**src/rtl/mem_wb_load_stage.sv**
```systemverilog
`default_nettype none
// ============================================================================
// Module   : mem_wb_load_stage
// Purpose  : MEM/WB pipeline register with an integrated load filter.
//            Captures the raw data-memory word, ALU result, immediate and
//            write-back controls. Extracts and extends the addressed
//            byte/half/word into o_filterL. Tracks a HALT drain for the
//            debug unit, counts retired register writes and keeps a
//            sticky misaligned-load flag.
// Ports    :
//   i_clk, i_reset       clock (rising edge), async active-low reset
//   i_step               advance enable; 0 holds every register
//   i_flush              latch a bubble on the next advance
//   i_mem_data           raw word read from data memory
//   i_alu_result         ALU result / memory address (low bits = lane)
//   i_extension          sign-extended immediate (LUI path)
//   i_load_size          00 byte, 01 half, 10/11 word
//   i_load_unsigned      1 = zero-extend byte/half
//   i_mem_to_reg, i_reg_write, i_lui, i_rd, i_halt   incoming controls
//   o_filterL, o_extension, o_alu_result            registered data
//   o_lui, o_mem_to_reg, o_reg_write, o_rd          registered controls
//   o_halted             stage has entered HALTED
//   o_misaligned         sticky misaligned-load flag
//   o_retired            count of retired register writes (wrapping)
// Revision : 1.0 - initial release
// ============================================================================
module mem_wb_load_stage #(
  parameter int BITS_SIZE     = 32,
  parameter int REG_ADDR_SIZE = 5,
  parameter int CNT_SIZE      = 32
) (
  input  logic                     i_clk,
  input  logic                     i_reset,
  input  logic                     i_step,
  input  logic                     i_flush,
  input  logic [BITS_SIZE-1:0]     i_mem_data,
  input  logic [BITS_SIZE-1:0]     i_alu_result,
  input  logic [BITS_SIZE-1:0]     i_extension,
  input  logic [1:0]               i_load_size,
  input  logic                     i_load_unsigned,
  input  logic                     i_mem_to_reg,
  input  logic                     i_reg_write,
  input  logic                     i_lui,
  input  logic [REG_ADDR_SIZE-1:0] i_rd,
  input  logic                     i_halt,
  output logic [BITS_SIZE-1:0]     o_filterL,
  output logic [BITS_SIZE-1:0]     o_extension,
  output logic [BITS_SIZE-1:0]     o_alu_result,
  output logic                     o_lui,
  output logic                     o_mem_to_reg,
  output logic                     o_reg_write,
  output logic [REG_ADDR_SIZE-1:0] o_rd,
  output logic                     o_halted,
  output logic                     o_misaligned,
  output logic [CNT_SIZE-1:0]      o_retired
);

  localparam logic [1:0] SZ_BYTE = 2'b00;
  localparam logic [1:0] SZ_HALF = 2'b01;

  typedef enum logic [0:0] {
    ST_RUN    = 1'b0,
    ST_HALTED = 1'b1
  } state_t;

  state_t                   state_q, state_d;
  logic [BITS_SIZE-1:0]     filter_q, filter_d;
  logic [BITS_SIZE-1:0]     ext_q, ext_d;
  logic [BITS_SIZE-1:0]     alu_q, alu_d;
  logic                     lui_q, lui_d;
  logic                     m2r_q, m2r_d;
  logic                     rw_q, rw_d;
  logic [REG_ADDR_SIZE-1:0] rd_q, rd_d;
  logic                     mis_q, mis_d;
  logic [CNT_SIZE-1:0]      cnt_q, cnt_d;

  // --------------------------------------------------------------------------
  // Load filter: pick the addressed lane (little-endian) and extend it.
  // --------------------------------------------------------------------------
  logic [1:0]           off;
  logic [7:0]           byte_sel;
  logic [15:0]          half_sel;
  logic [BITS_SIZE-1:0] filtered;
  logic                 misaligned;

  assign off = i_alu_result[1:0];

  always_comb begin
    byte_sel = 8'h00;
    case (off)
      2'd0: byte_sel = i_mem_data[7:0];
      2'd1: byte_sel = i_mem_data[15:8];
      2'd2: byte_sel = i_mem_data[23:16];
      default: byte_sel = i_mem_data[31:24];
    endcase
  end

  // Half lane uses only off[1]; an odd offset is caught as misaligned.
  assign half_sel = off[1] ? i_mem_data[31:16] : i_mem_data[15:0];

  always_comb begin
    filtered = i_mem_data;
    case (i_load_size)
      SZ_BYTE: filtered = {{(BITS_SIZE-8){byte_sel[7] & ~i_load_unsigned}}, byte_sel};
      SZ_HALF: filtered = {{(BITS_SIZE-16){half_sel[15] & ~i_load_unsigned}}, half_sel};
      default: filtered = i_mem_data;
    endcase
  end

  always_comb begin
    misaligned = 1'b0;
    if (i_mem_to_reg) begin
      case (i_load_size)
        SZ_BYTE: misaligned = 1'b0;
        SZ_HALF: misaligned = off[0];
        default: misaligned = (off != 2'd0);
      endcase
    end
  end

  // --------------------------------------------------------------------------
  // Next-state logic. Priority on an advance: flush > HALTED bubble > capture.
  // --------------------------------------------------------------------------
  always_comb begin
    state_d  = state_q;
    filter_d = filter_q;
    ext_d    = ext_q;
    alu_d    = alu_q;
    lui_d    = lui_q;
    m2r_d    = m2r_q;
    rw_d     = rw_q;
    rd_d     = rd_q;
    mis_d    = mis_q;
    cnt_d    = cnt_q;

    if (i_step) begin
      if (i_flush || (state_q == ST_HALTED)) begin
        // Bubble: controls cleared, data loaded with zero, no state change.
        filter_d = '0;
        ext_d    = '0;
        alu_d    = '0;
        lui_d    = 1'b0;
        m2r_d    = 1'b0;
        rw_d     = 1'b0;
        rd_d     = '0;
      end else begin
        filter_d = filtered;
        ext_d    = i_extension;
        alu_d    = i_alu_result;
        lui_d    = i_lui;
        m2r_d    = i_mem_to_reg;
        rw_d     = i_reg_write & ~misaligned;
        rd_d     = i_rd;
        if (misaligned) begin
          mis_d = 1'b1;
        end
        if (i_halt) begin
          state_d = ST_HALTED;
        end
      end
      // Bubbles never write, so the counter freezes in HALTED naturally.
      if (rw_d) begin
        cnt_d = cnt_q + 1'b1;
      end
    end
  end

  always_ff @(posedge i_clk or negedge i_reset) begin
    if (!i_reset) begin
      state_q  <= ST_RUN;
      filter_q <= '0;
      ext_q    <= '0;
      alu_q    <= '0;
      lui_q    <= 1'b0;
      m2r_q    <= 1'b0;
      rw_q     <= 1'b0;
      rd_q     <= '0;
      mis_q    <= 1'b0;
      cnt_q    <= '0;
    end else begin
      state_q  <= state_d;
      filter_q <= filter_d;
      ext_q    <= ext_d;
      alu_q    <= alu_d;
      lui_q    <= lui_d;
      m2r_q    <= m2r_d;
      rw_q     <= rw_d;
      rd_q     <= rd_d;
      mis_q    <= mis_d;
      cnt_q    <= cnt_d;
    end
  end

  assign o_filterL    = filter_q;
  assign o_extension  = ext_q;
  assign o_alu_result = alu_q;
  assign o_lui        = lui_q;
  assign o_mem_to_reg = m2r_q;
  assign o_reg_write  = rw_q;
  assign o_rd         = rd_q;
  assign o_halted     = (state_q == ST_HALTED);
  assign o_misaligned = mis_q;
  assign o_retired    = cnt_q;

endmodule
`default_nettype wire

```
**config.mk**
```make
export PLATFORM = sky130hd
export DESIGN_NAME = mem_wb_load_stage
export DESIGN_NICKNAME = d
export VERILOG_FILES = /design/src/rtl/mem_wb_load_stage.sv
export SDC_FILE = /design/constraint.sdc
export NUM_CORES = 1
export LEC_CHECK = 0
export ABC_AREA = 1
export BUFFER_PORTS_ARGS = -buffer_cell sky130_fd_sc_hd__buf_2
export CORE_MARGIN = 4
export CORE_UTILIZATION = 53
export DETAILED_ROUTE_END_ITERATION = 7
export GPL_ROUTABILITY_DRIVEN = 0
export MAX_ROUTING_LAYER = met4
export PLACE_DENSITY = 0.89
export SYNTH_ARGS = -nofsm -noshare
export SYNTH_HDL_FRONTEND = slang
export SYNTH_SLANG_ARGS = --single-unit
```
**constraint.sdc**
```tcl
create_clock -name i_clk -period 2.49 [get_ports i_clk]
set_input_delay 0.1245 -clock i_clk [delete_from_list [all_inputs] [get_ports i_clk]]
set_output_delay 0.1245 -clock i_clk [all_outputs]
set_load 0.02 [all_outputs]
```
* Word level (Yosys, flattened, before mapping)
Cells that the tools add are included.
Storage, ports and cells: flip-flop bits (word level) 138, input port bits 112, output and inout port bits 138, word-level logic and storage cells 40
Cells by class: $add $sub $neg 1, equal/unequal tests 3, mux-type cells 13, bitwise logic cells 6, reductions and logical operators 7
Operators by type and width (count):
- $mux W32 | 3
- $pmux W32 S2 | 1
- $add A32 B1 Y32 const B | 1
- $pmux W8 S3 | 1
- $mux W16 | 1
- $reduce_and A3 Y1 | 2
- $mux W1 | 5
- $mux W5 | 1
- $eq A2 B1 Y1 const B | 2
- $logic_not A2 Y1 | 2
- $and A1 B1 Y1 | 3
- $not A1 Y1 | 3
- $eq A2 B2 Y1 const B | 1
- $pmux W1 S2 | 1
- $reduce_and A2 Y1 | 1
- $reduce_bool A2 Y1 | 1
- $logic_or A1 B1 Y1 | 1

* Logic depth before layout (Yosys ltp)
Gate-level depths: netlist of run 1.
word-level depth 8, gate-level depth with buffers 10

* Worst setup path before layout of run 1
Ideal clock, no wire load.
kind register to register, start point reg cnt_q[1] (netlist: o_retired[1]), end point reg cnt_q[24] (netlist: o_retired[24]), setup time 117 ps, data arrival time 1403 ps, data required time 2373 ps, slack 969 ps, stages on the path, launching flop included 9, buffers on the path 0, clock period less this slack 1521 ps, path through dfrtp_1 ha_1 inv_1 nor2_2 nand3_1 nor2_4 nand3_1 nand2_1 nand2_1
On the way: word-level cells in the longest chain between the ends 1
RTL lines:
- from (decl) | line 75 | logic [CNT_SIZE-1:0] cnt_q, cnt_d;
- from (signal assigned) | line 190 | cnt_q <= cnt_d;
- $add A32 B1 Y32 | line 163 | cnt_d = cnt_q + 1'b1;
Every way passes these cells. A chain may end at the register's enable or synchronous reset.

* Worst setup path in the final report of run 1
start point reg state_q (netlist: o_halted), end point reg filter_q[2] (netlist: o_filterL[2])
On the way: word-level cells in the longest chain between the ends 2
RTL lines:
- from (decl) | line 66 | state_t state_q, state_d;
- from (signal assigned) | line 181 | state_q <= state_d;
- $logic_or A1 B1 Y1 | line 137 | if (i_flush || (state_q == ST_HALTED)) begin
- $mux W32 | line 137
- to (signal assigned) | line 182 | filter_q <= filter_d;
- to (decl) | line 67 | logic [BITS_SIZE-1:0] filter_q, filter_d;
Every way passes these cells.

==> results of run 1 <==
layout by cell type, fill, tap and decap left out, drive strengths merged, types with 2 or more instances in the layout:
cell type	instances
dlygate4sd3	71
o211ai	7
buf	254
a21oi	17
nand3b	4
o21ai	30
nor3	3
xor2	14
nand3	32
nand4	6
bufinv	2
nor2	80
or2	7
clkinvlp	4
a22o	69
clkbuf	17
clkinv	7
diode	4
inv	62
nand2	239
dfrtp	138
worst paths after layout:
path	end	slack, ps	depth (start not counted)
worst max-delay path	o_filterL[2]	620	7
worst min-delay path	o_filterL[3]	30	3
worst max register to register	o_filterL[2]	620	7
worst min register to register	o_misaligned	470	1
max in group asynchronous	o_retired[20]	1460	3
min in group asynchronous	o_alu_result[8]	180	2
cell type report:
| type | instances | area [um2] | share of cell area |
|---|---|---|---|
| Timing Repair Buffer | 325 | 2030 | 0.223 |
| Clock buffer | 17 | 425 | 0.0468 |
| Antenna cell | 4 | 10.0 | 0.00110 |
| Tap cell | 147 | 184 | 0.0202 |
| Inverter | 60 | 230 | 0.0253 |
| Clock inverter | 15 | 150 | 0.0165 |
| Multi-Input combinational cell | 512 | 2620 | 0.288 |
| Sequential cell | 138 | 3450 | 0.380 |
cells by family after synthesis:
family | count (synthesis)
DFF | 138
xor gates and xnor gates | 14
adders and majority gates | 1
AOI/OAI and AO/OA | 126
and+or+nand+nor | 371
buffers and inverters | 94
power breakdown:
part | switching [mW] | internal, mW | total [mW]
sequential | 0.156 | 2.43 | 2.59
combinational | 0.719 | 0.442 | 1.16
clock | 0.989 | 1.47 | 2.46
total | 1.86 | 4.34 | 6.21
worst register-to-register path: stages (launching register included):
cell	delay, ps
sky130_fd_sc_hd__dfrtp_1	390
sky130_fd_sc_hd__nor2_1	140
sky130_fd_sc_hd__nand2_1	110
sky130_fd_sc_hd__buf_4	240
sky130_fd_sc_hd__inv_2	90
sky130_fd_sc_hd__buf_4	370
sky130_fd_sc_hd__o21ai_0	190
sky130_fd_sc_hd__o21ai_1	250
routing by layer:
layer	part of all wire	vias to the layer above
met4	0.037	0
met5	0	-
met2	0.50	379
met1	0.39	3159
met3	0.078	69
li1	-	3069
timing repair:
item                                    CTS  global route
hold endpoints to repair                109             0
endpoints found under the setup margin    0             0
hold buffers                             71             0
resized for setup                         0             0
==> impl_metrics.ini, run 1 <==
[status]
outcome = completed

[clock_tree]
cts.root.buffer_cell = sky130_fd_sc_hd__clkbuf_16
ctsLongestPathBuffers = 2
cts_setup_buffers = 0
cts.sinks = 138
ctsHtreeMaxLevel = 4
cts_buffers = 17
tritoncts = done
worstSkewPairLatency_ps = 420
worst_setup_hold_path_clk_slew_ps = 60

[critical_path]
critPathLaunchType = flip-flop
cp.arrival_ps = 2180
cp_cell_sequence = nor2_1 > nand2_1 > buf_4 > inv_2 > buf_4 > o21ai_0 > o21ai_1
worstPathRequired_ps = 2800
crit_start = o_halted
timing.critical_path.slowest_cell_delay_ps = 390
critical_path_peak_fanout = 41
timing.critical_path.mode_cell = sky130_fd_sc_hd__buf_4
timing.rr.start = o_halted
critical_path.slowest_cell = sky130_fd_sc_hd__dfrtp_1
path_class = reg -> reg
critical_path.endpoint_type = flip-flop
critical_path.top_delay_family = buffers and inverters
crit_buf_inv = 3

[logic_synthesis]
synth_top_family_by_area = simple AND/OR/NAND/NOR gates
synth-edff-count = 0
syn_inst = 744
netlist_top_cells_area = sky130_fd_sc_hd__dfrtp_1 (53%), sky130_fd_sc_hd__nand2_1 (14%), sky130_fd_sc_hd__a22o_1 (9.3%), sky130_fd_sc_hd__nor2_1 (4.1%), sky130_fd_sc_hd__inv_1 (3.1%)
synth_async_sr_flop_share = 1.00
ys_seq_area_frac = 0.532
post-synth-top-area-cell = sky130_fd_sc_hd__dfrtp_1
yosys.area_share.xor_xnor = 0.0189
synth_compound_gate_area_share = 0.142
synth_simple_gate_area_share = 0.241
ys_warn_count = 0
post_synth_instance_area_um2 = 6490
synth_mux_area_frac = 0
synth_ff_type = sky130_fd_sc_hd__dfrtp_1
synthesized_area_fraction_occupied_by_adder_cells = 0.00193
synthMostInstantiatedCell = sky130_fd_sc_hd__nand2_1
synthesized_nets = 857
yosys.cell_types.count = 34
netlist.area_leader.share = 0.532
netlist_top_cells_count = sky130_fd_sc_hd__nand2_1 (237), sky130_fd_sc_hd__dfrtp_1 (138), sky130_fd_sc_hd__nor2_1 (71), sky130_fd_sc_hd__a22o_1 (69), sky130_fd_sc_hd__inv_1 (54)
total_of_flip_flops_plus_latches_after_synthesis = 138
synth_area_per_cell_um2 = 8.72

[timing]
achievable-frequency_mhz = 536
max-slew-margin-rel = 0.572
grt_setup_unrepaired = no
actual_transition_at_the_worst_max_transition_pin_ps = 637
timing.final.crit_period_ps = 1870
finClkSkew_ps = 9.67
setup_tns_ps = 0
setup_viol_count_final = 0
whs_ps = 33.8
slew_violations = 0
period_share = 0.749
hold_viol = 0
finalWorstSetupSlack_ps = 625

[final_layout]
filler_cell_count = 810
layout.core_utilization = 0.757
postLayoutCellArea_um2 = 9100
area_growth_syn_to_layout_pct = 40.2
number_of_nets_in_the_final_layout = 1167
layoutNonFillerInstCount = 1218
drive_above_1_share = 0.296

[grt]
met2_track_demand_over_resource_in_global_routing = 0.508
grt-ovfl-total = 0
grt-busiest-layer = met2
grtUsageMet3 = 0.0799
antenna_found_initial = 4
grt_max_degree = 100
track_usage = 0.315
grt_first_pass_wirelength_um = 34000
vias_in_the_first_global_route = 6582
grtUsageMet1 = 0.372

[route]
route.vias.total = 6676
drt_wl_total_um = 21700
drtIter0Drc = 602
detail_route.wl_per_cell_um = 17.8
drc_violations_left = 0
drt-pass1-iter-count = 5
post_drt_via_cell_ratio = 5.48
antenna_left = 0

[placed_design]
post-dp-hpwl_um = 13900
place_ws_ps = 611
place.port_buffers = 249
dpl_cell_area_um2 = 7800
placedCellCount = 1111

[pwr]
p_total_mw = 6.21
vdd.ir_drop.worst_mv = 0.451
total_leakage_power_nw = 4.99
cellPowerDensity_nw_per_um2 = 682

[floorplanning]
floorplan.initialDensity = 0.540
core-area_um2 = 12000
die_h_um = 119
fp.dieArea_um2 = 14100
fp-row-count = 40
die_width_um = 119
top_level_ports = 250

[hold_path]
timing.hold.worst.start = i_mem_data[3]
min_path_type = in -> reg

[run]
maxCapViolCount = 0
No activity file was read; power rests on OpenSTA's default activity.
==> inputs of run 2 (changes only) <==
--- a/config.mk
+++ b/config.mk
@@ -8,11 +8,11 @@
 export ABC_AREA = 1
 export BUFFER_PORTS_ARGS = -buffer_cell sky130_fd_sc_hd__buf_2
 export CORE_MARGIN = 4
-export CORE_UTILIZATION = 53
+export CORE_UTILIZATION = 45
 export DETAILED_ROUTE_END_ITERATION = 7
 export GPL_ROUTABILITY_DRIVEN = 0
 export MAX_ROUTING_LAYER = met4
-export PLACE_DENSITY = 0.89
+export PLACE_DENSITY = 0.8
 export SYNTH_ARGS = -nofsm -noshare
 export SYNTH_HDL_FRONTEND = slang
 export SYNTH_SLANG_ARGS = --single-unit
==> constraint.sdc (replaced) <==
create_clock -name i_clk -period 1.7 [get_ports i_clk]
set_input_delay 0.085 -clock i_clk [delete_from_list [all_inputs] [get_ports i_clk]]
set_output_delay 0.085 -clock i_clk [all_outputs]
set_load 0.02 [all_outputs]
==> impl_metrics.ini, run 2 (same netlist as run 1, synthesis figures left out) <==
[final_layout]
layout.cells.most_common = sky130_fd_sc_hd__buf_2
area_growth_syn_to_layout_pct = 45.5
layout.core_utilization = 0.675
number_of_nets_in_the_final_layout = 1188
layout.cells.most_common_list = sky130_fd_sc_hd__buf_2 (248), sky130_fd_sc_hd__nand2_1 (237), sky130_fd_sc_hd__dfrtp_1 (138)
drive_above_1_share = 0.305
postLayoutCellArea_um2 = 9440

[grt]
grt-ovfl-total = 0
grt_max_degree = 70
vias_in_the_first_global_route = 6583
grt_first_pass_wirelength_um = 34300
track_usage = 0.273
antenna_found_initial = 1

[route]
drtIter0Drc = 549
drc_violations_left = 0
detail_route.wl_per_cell_um = 17.4
drt-pass1-iter-count = 6
drt_wl_total_um = 22100
antenna_left = 0
post_drt_via_cell_ratio = 5.25
route.vias.total = 6657

[clock_tree]
ctsHtreeMaxLevel = 4
worst_setup_hold_path_clk_slew_ps = 60
tritoncts = done
worstSkewPairLatency_ps = 410
cts_buffers = 17
cts.sinks = 138
cts.root.buffer_cell = sky130_fd_sc_hd__clkbuf_16
ctsLongestPathBuffers = 2

[critical_path]
timing.critical_path.slowest_cell_delay_ps = 360
critPathLaunchType = flip-flop
critical_path.endpoint_type = flip-flop
critical_path_peak_fanout = 28
timing.critical_path.mode_cell = sky130_fd_sc_hd__buf_12
critical_path.top_delay_family = buffers and inverters
cp_cell_sequence = nor2_1 > nand2_1 > buf_4 > inv_4 > buf_12 > buf_12 > a22o_1
crit_buf_inv = 4
cp.arrival_ps = 1910
critical_path.slowest_cell = sky130_fd_sc_hd__dfrtp_1
path_class = reg -> reg
worstPathRequired_ps = 1990

[timing]
setup_viol_count_final = 0
period_share = 0.952
timing.final.crit_period_ps = 1620
achievable-frequency_mhz = 618
actual_transition_at_the_worst_max_transition_pin_ps = 499
finClkSkew_ps = 8.28
finalWorstSetupSlack_ps = 82.2
max-slew-margin-rel = 0.667
hold_viol = 0
slew_violations = 0

[floorplanning]
fp-row-count = 43
floorplan.initialDensity = 0.464
fp.dieArea_um2 = 16400
die_h_um = 128
die_width_um = 128
top_level_ports = 250
core-area_um2 = 14000

[pwr]
cellPowerDensity_nw_per_um2 = 997
vdd.ir_drop.worst_mv = 0.702
p_total_mw = 9.41
total_leakage_power_nw = 5.14

[placed_design]
dpl_cell_area_um2 = 7970
place.port_buffers = 249
post-dp-hpwl_um = 14300
place_ws_ps = 102

[run]
maxCapViolCount = 0

[status]
outcome = completed

[hold_path]
min_path_type = in -> reg
run 2: changes by cell type in the layout (fill, tap and decap cells not counted), sizes merged, moves of 2 or more:
cell	change
clkinvlp	-2
buf	+12
diode	-3
clkbuf	+6
inv	-2
dlygate4sd3	+7
run 2: per-stage QoR:
step	TNS (ps)	std cells	hold slack, ps
after floorplan	0	744	-211
after global placement	0	1156	53.8
after detailed placement	0	1156	58.0
after CTS	0	1266	0.783
after global routing	-10.8	1269	24.0
final	0	1269	22.1
run 2: layer usage:
layer  wire (um)  part of all wire  vias up  track usage
li1            -                 -     3097            -
met1        8640              0.39     3085        0.333
met2       10800              0.49      388        0.440
met3        1800             0.081       87       0.0608
met4         876             0.040        0        0.117
met5           0                 0        -            -
run 2: power breakdown:
part           leakage, nW  switching [mW]  internal [mW]
combinational         3.00            1.06          0.702
clock                0.305            1.43           2.46
sequential            1.83           0.206           3.56
run 2: worst paths after layout:
check / slack [ps] / cells after the start / endpoint / start
worst max register to register: 80 / 7 / o_alu_result[10] / o_halted
worst min-delay path: 20 / 5 / o_filterL[8] / i_mem_data[8]
min in group asynchronous: 170 / 2 / o_retired[21] / i_reset
max in group asynchronous: 880 / 3 / o_retired[26] / i_reset
worst min register to register: 480 / 2 / o_filterL[31] / o_filterL[31]
worst max-delay path: 80 / 7 / o_alu_result[10] / o_halted
run 2: area by class of cell:
| class | instances | area, um2 |
|---|---|---|
| Timing Repair Buffer | 346 | 2270 |
| Clock inverter | 11 | 143 |
| Clock buffer | 21 | 480 |
| Inverter | 60 | 235 |
| Sequential cell | 138 | 3450 |
| Tap cell | 180 | 225 |
| Antenna cell | 1 | 2.50 |
| Multi-Input combinational cell | 512 | 2630 |
| Fill cell | 1057 | 4550 |
run 2: tightest hold or removal path: stages:
cell	delay, ps
sky130_fd_sc_hd__buf_2	90
sky130_fd_sc_hd__nor2_1	40
sky130_fd_sc_hd__nor2_1	90
sky130_fd_sc_hd__nand2_1	50
sky130_fd_sc_hd__nand2_1	50
run 2: timing repair:
item / CTS / global route
endpoints found under the setup margin: 0 / 20
hold buffers: 78 / 0
setup buffers: 0 / 0
gates resized for setup: 0 / 6
hold endpoints to repair: 125 / 0
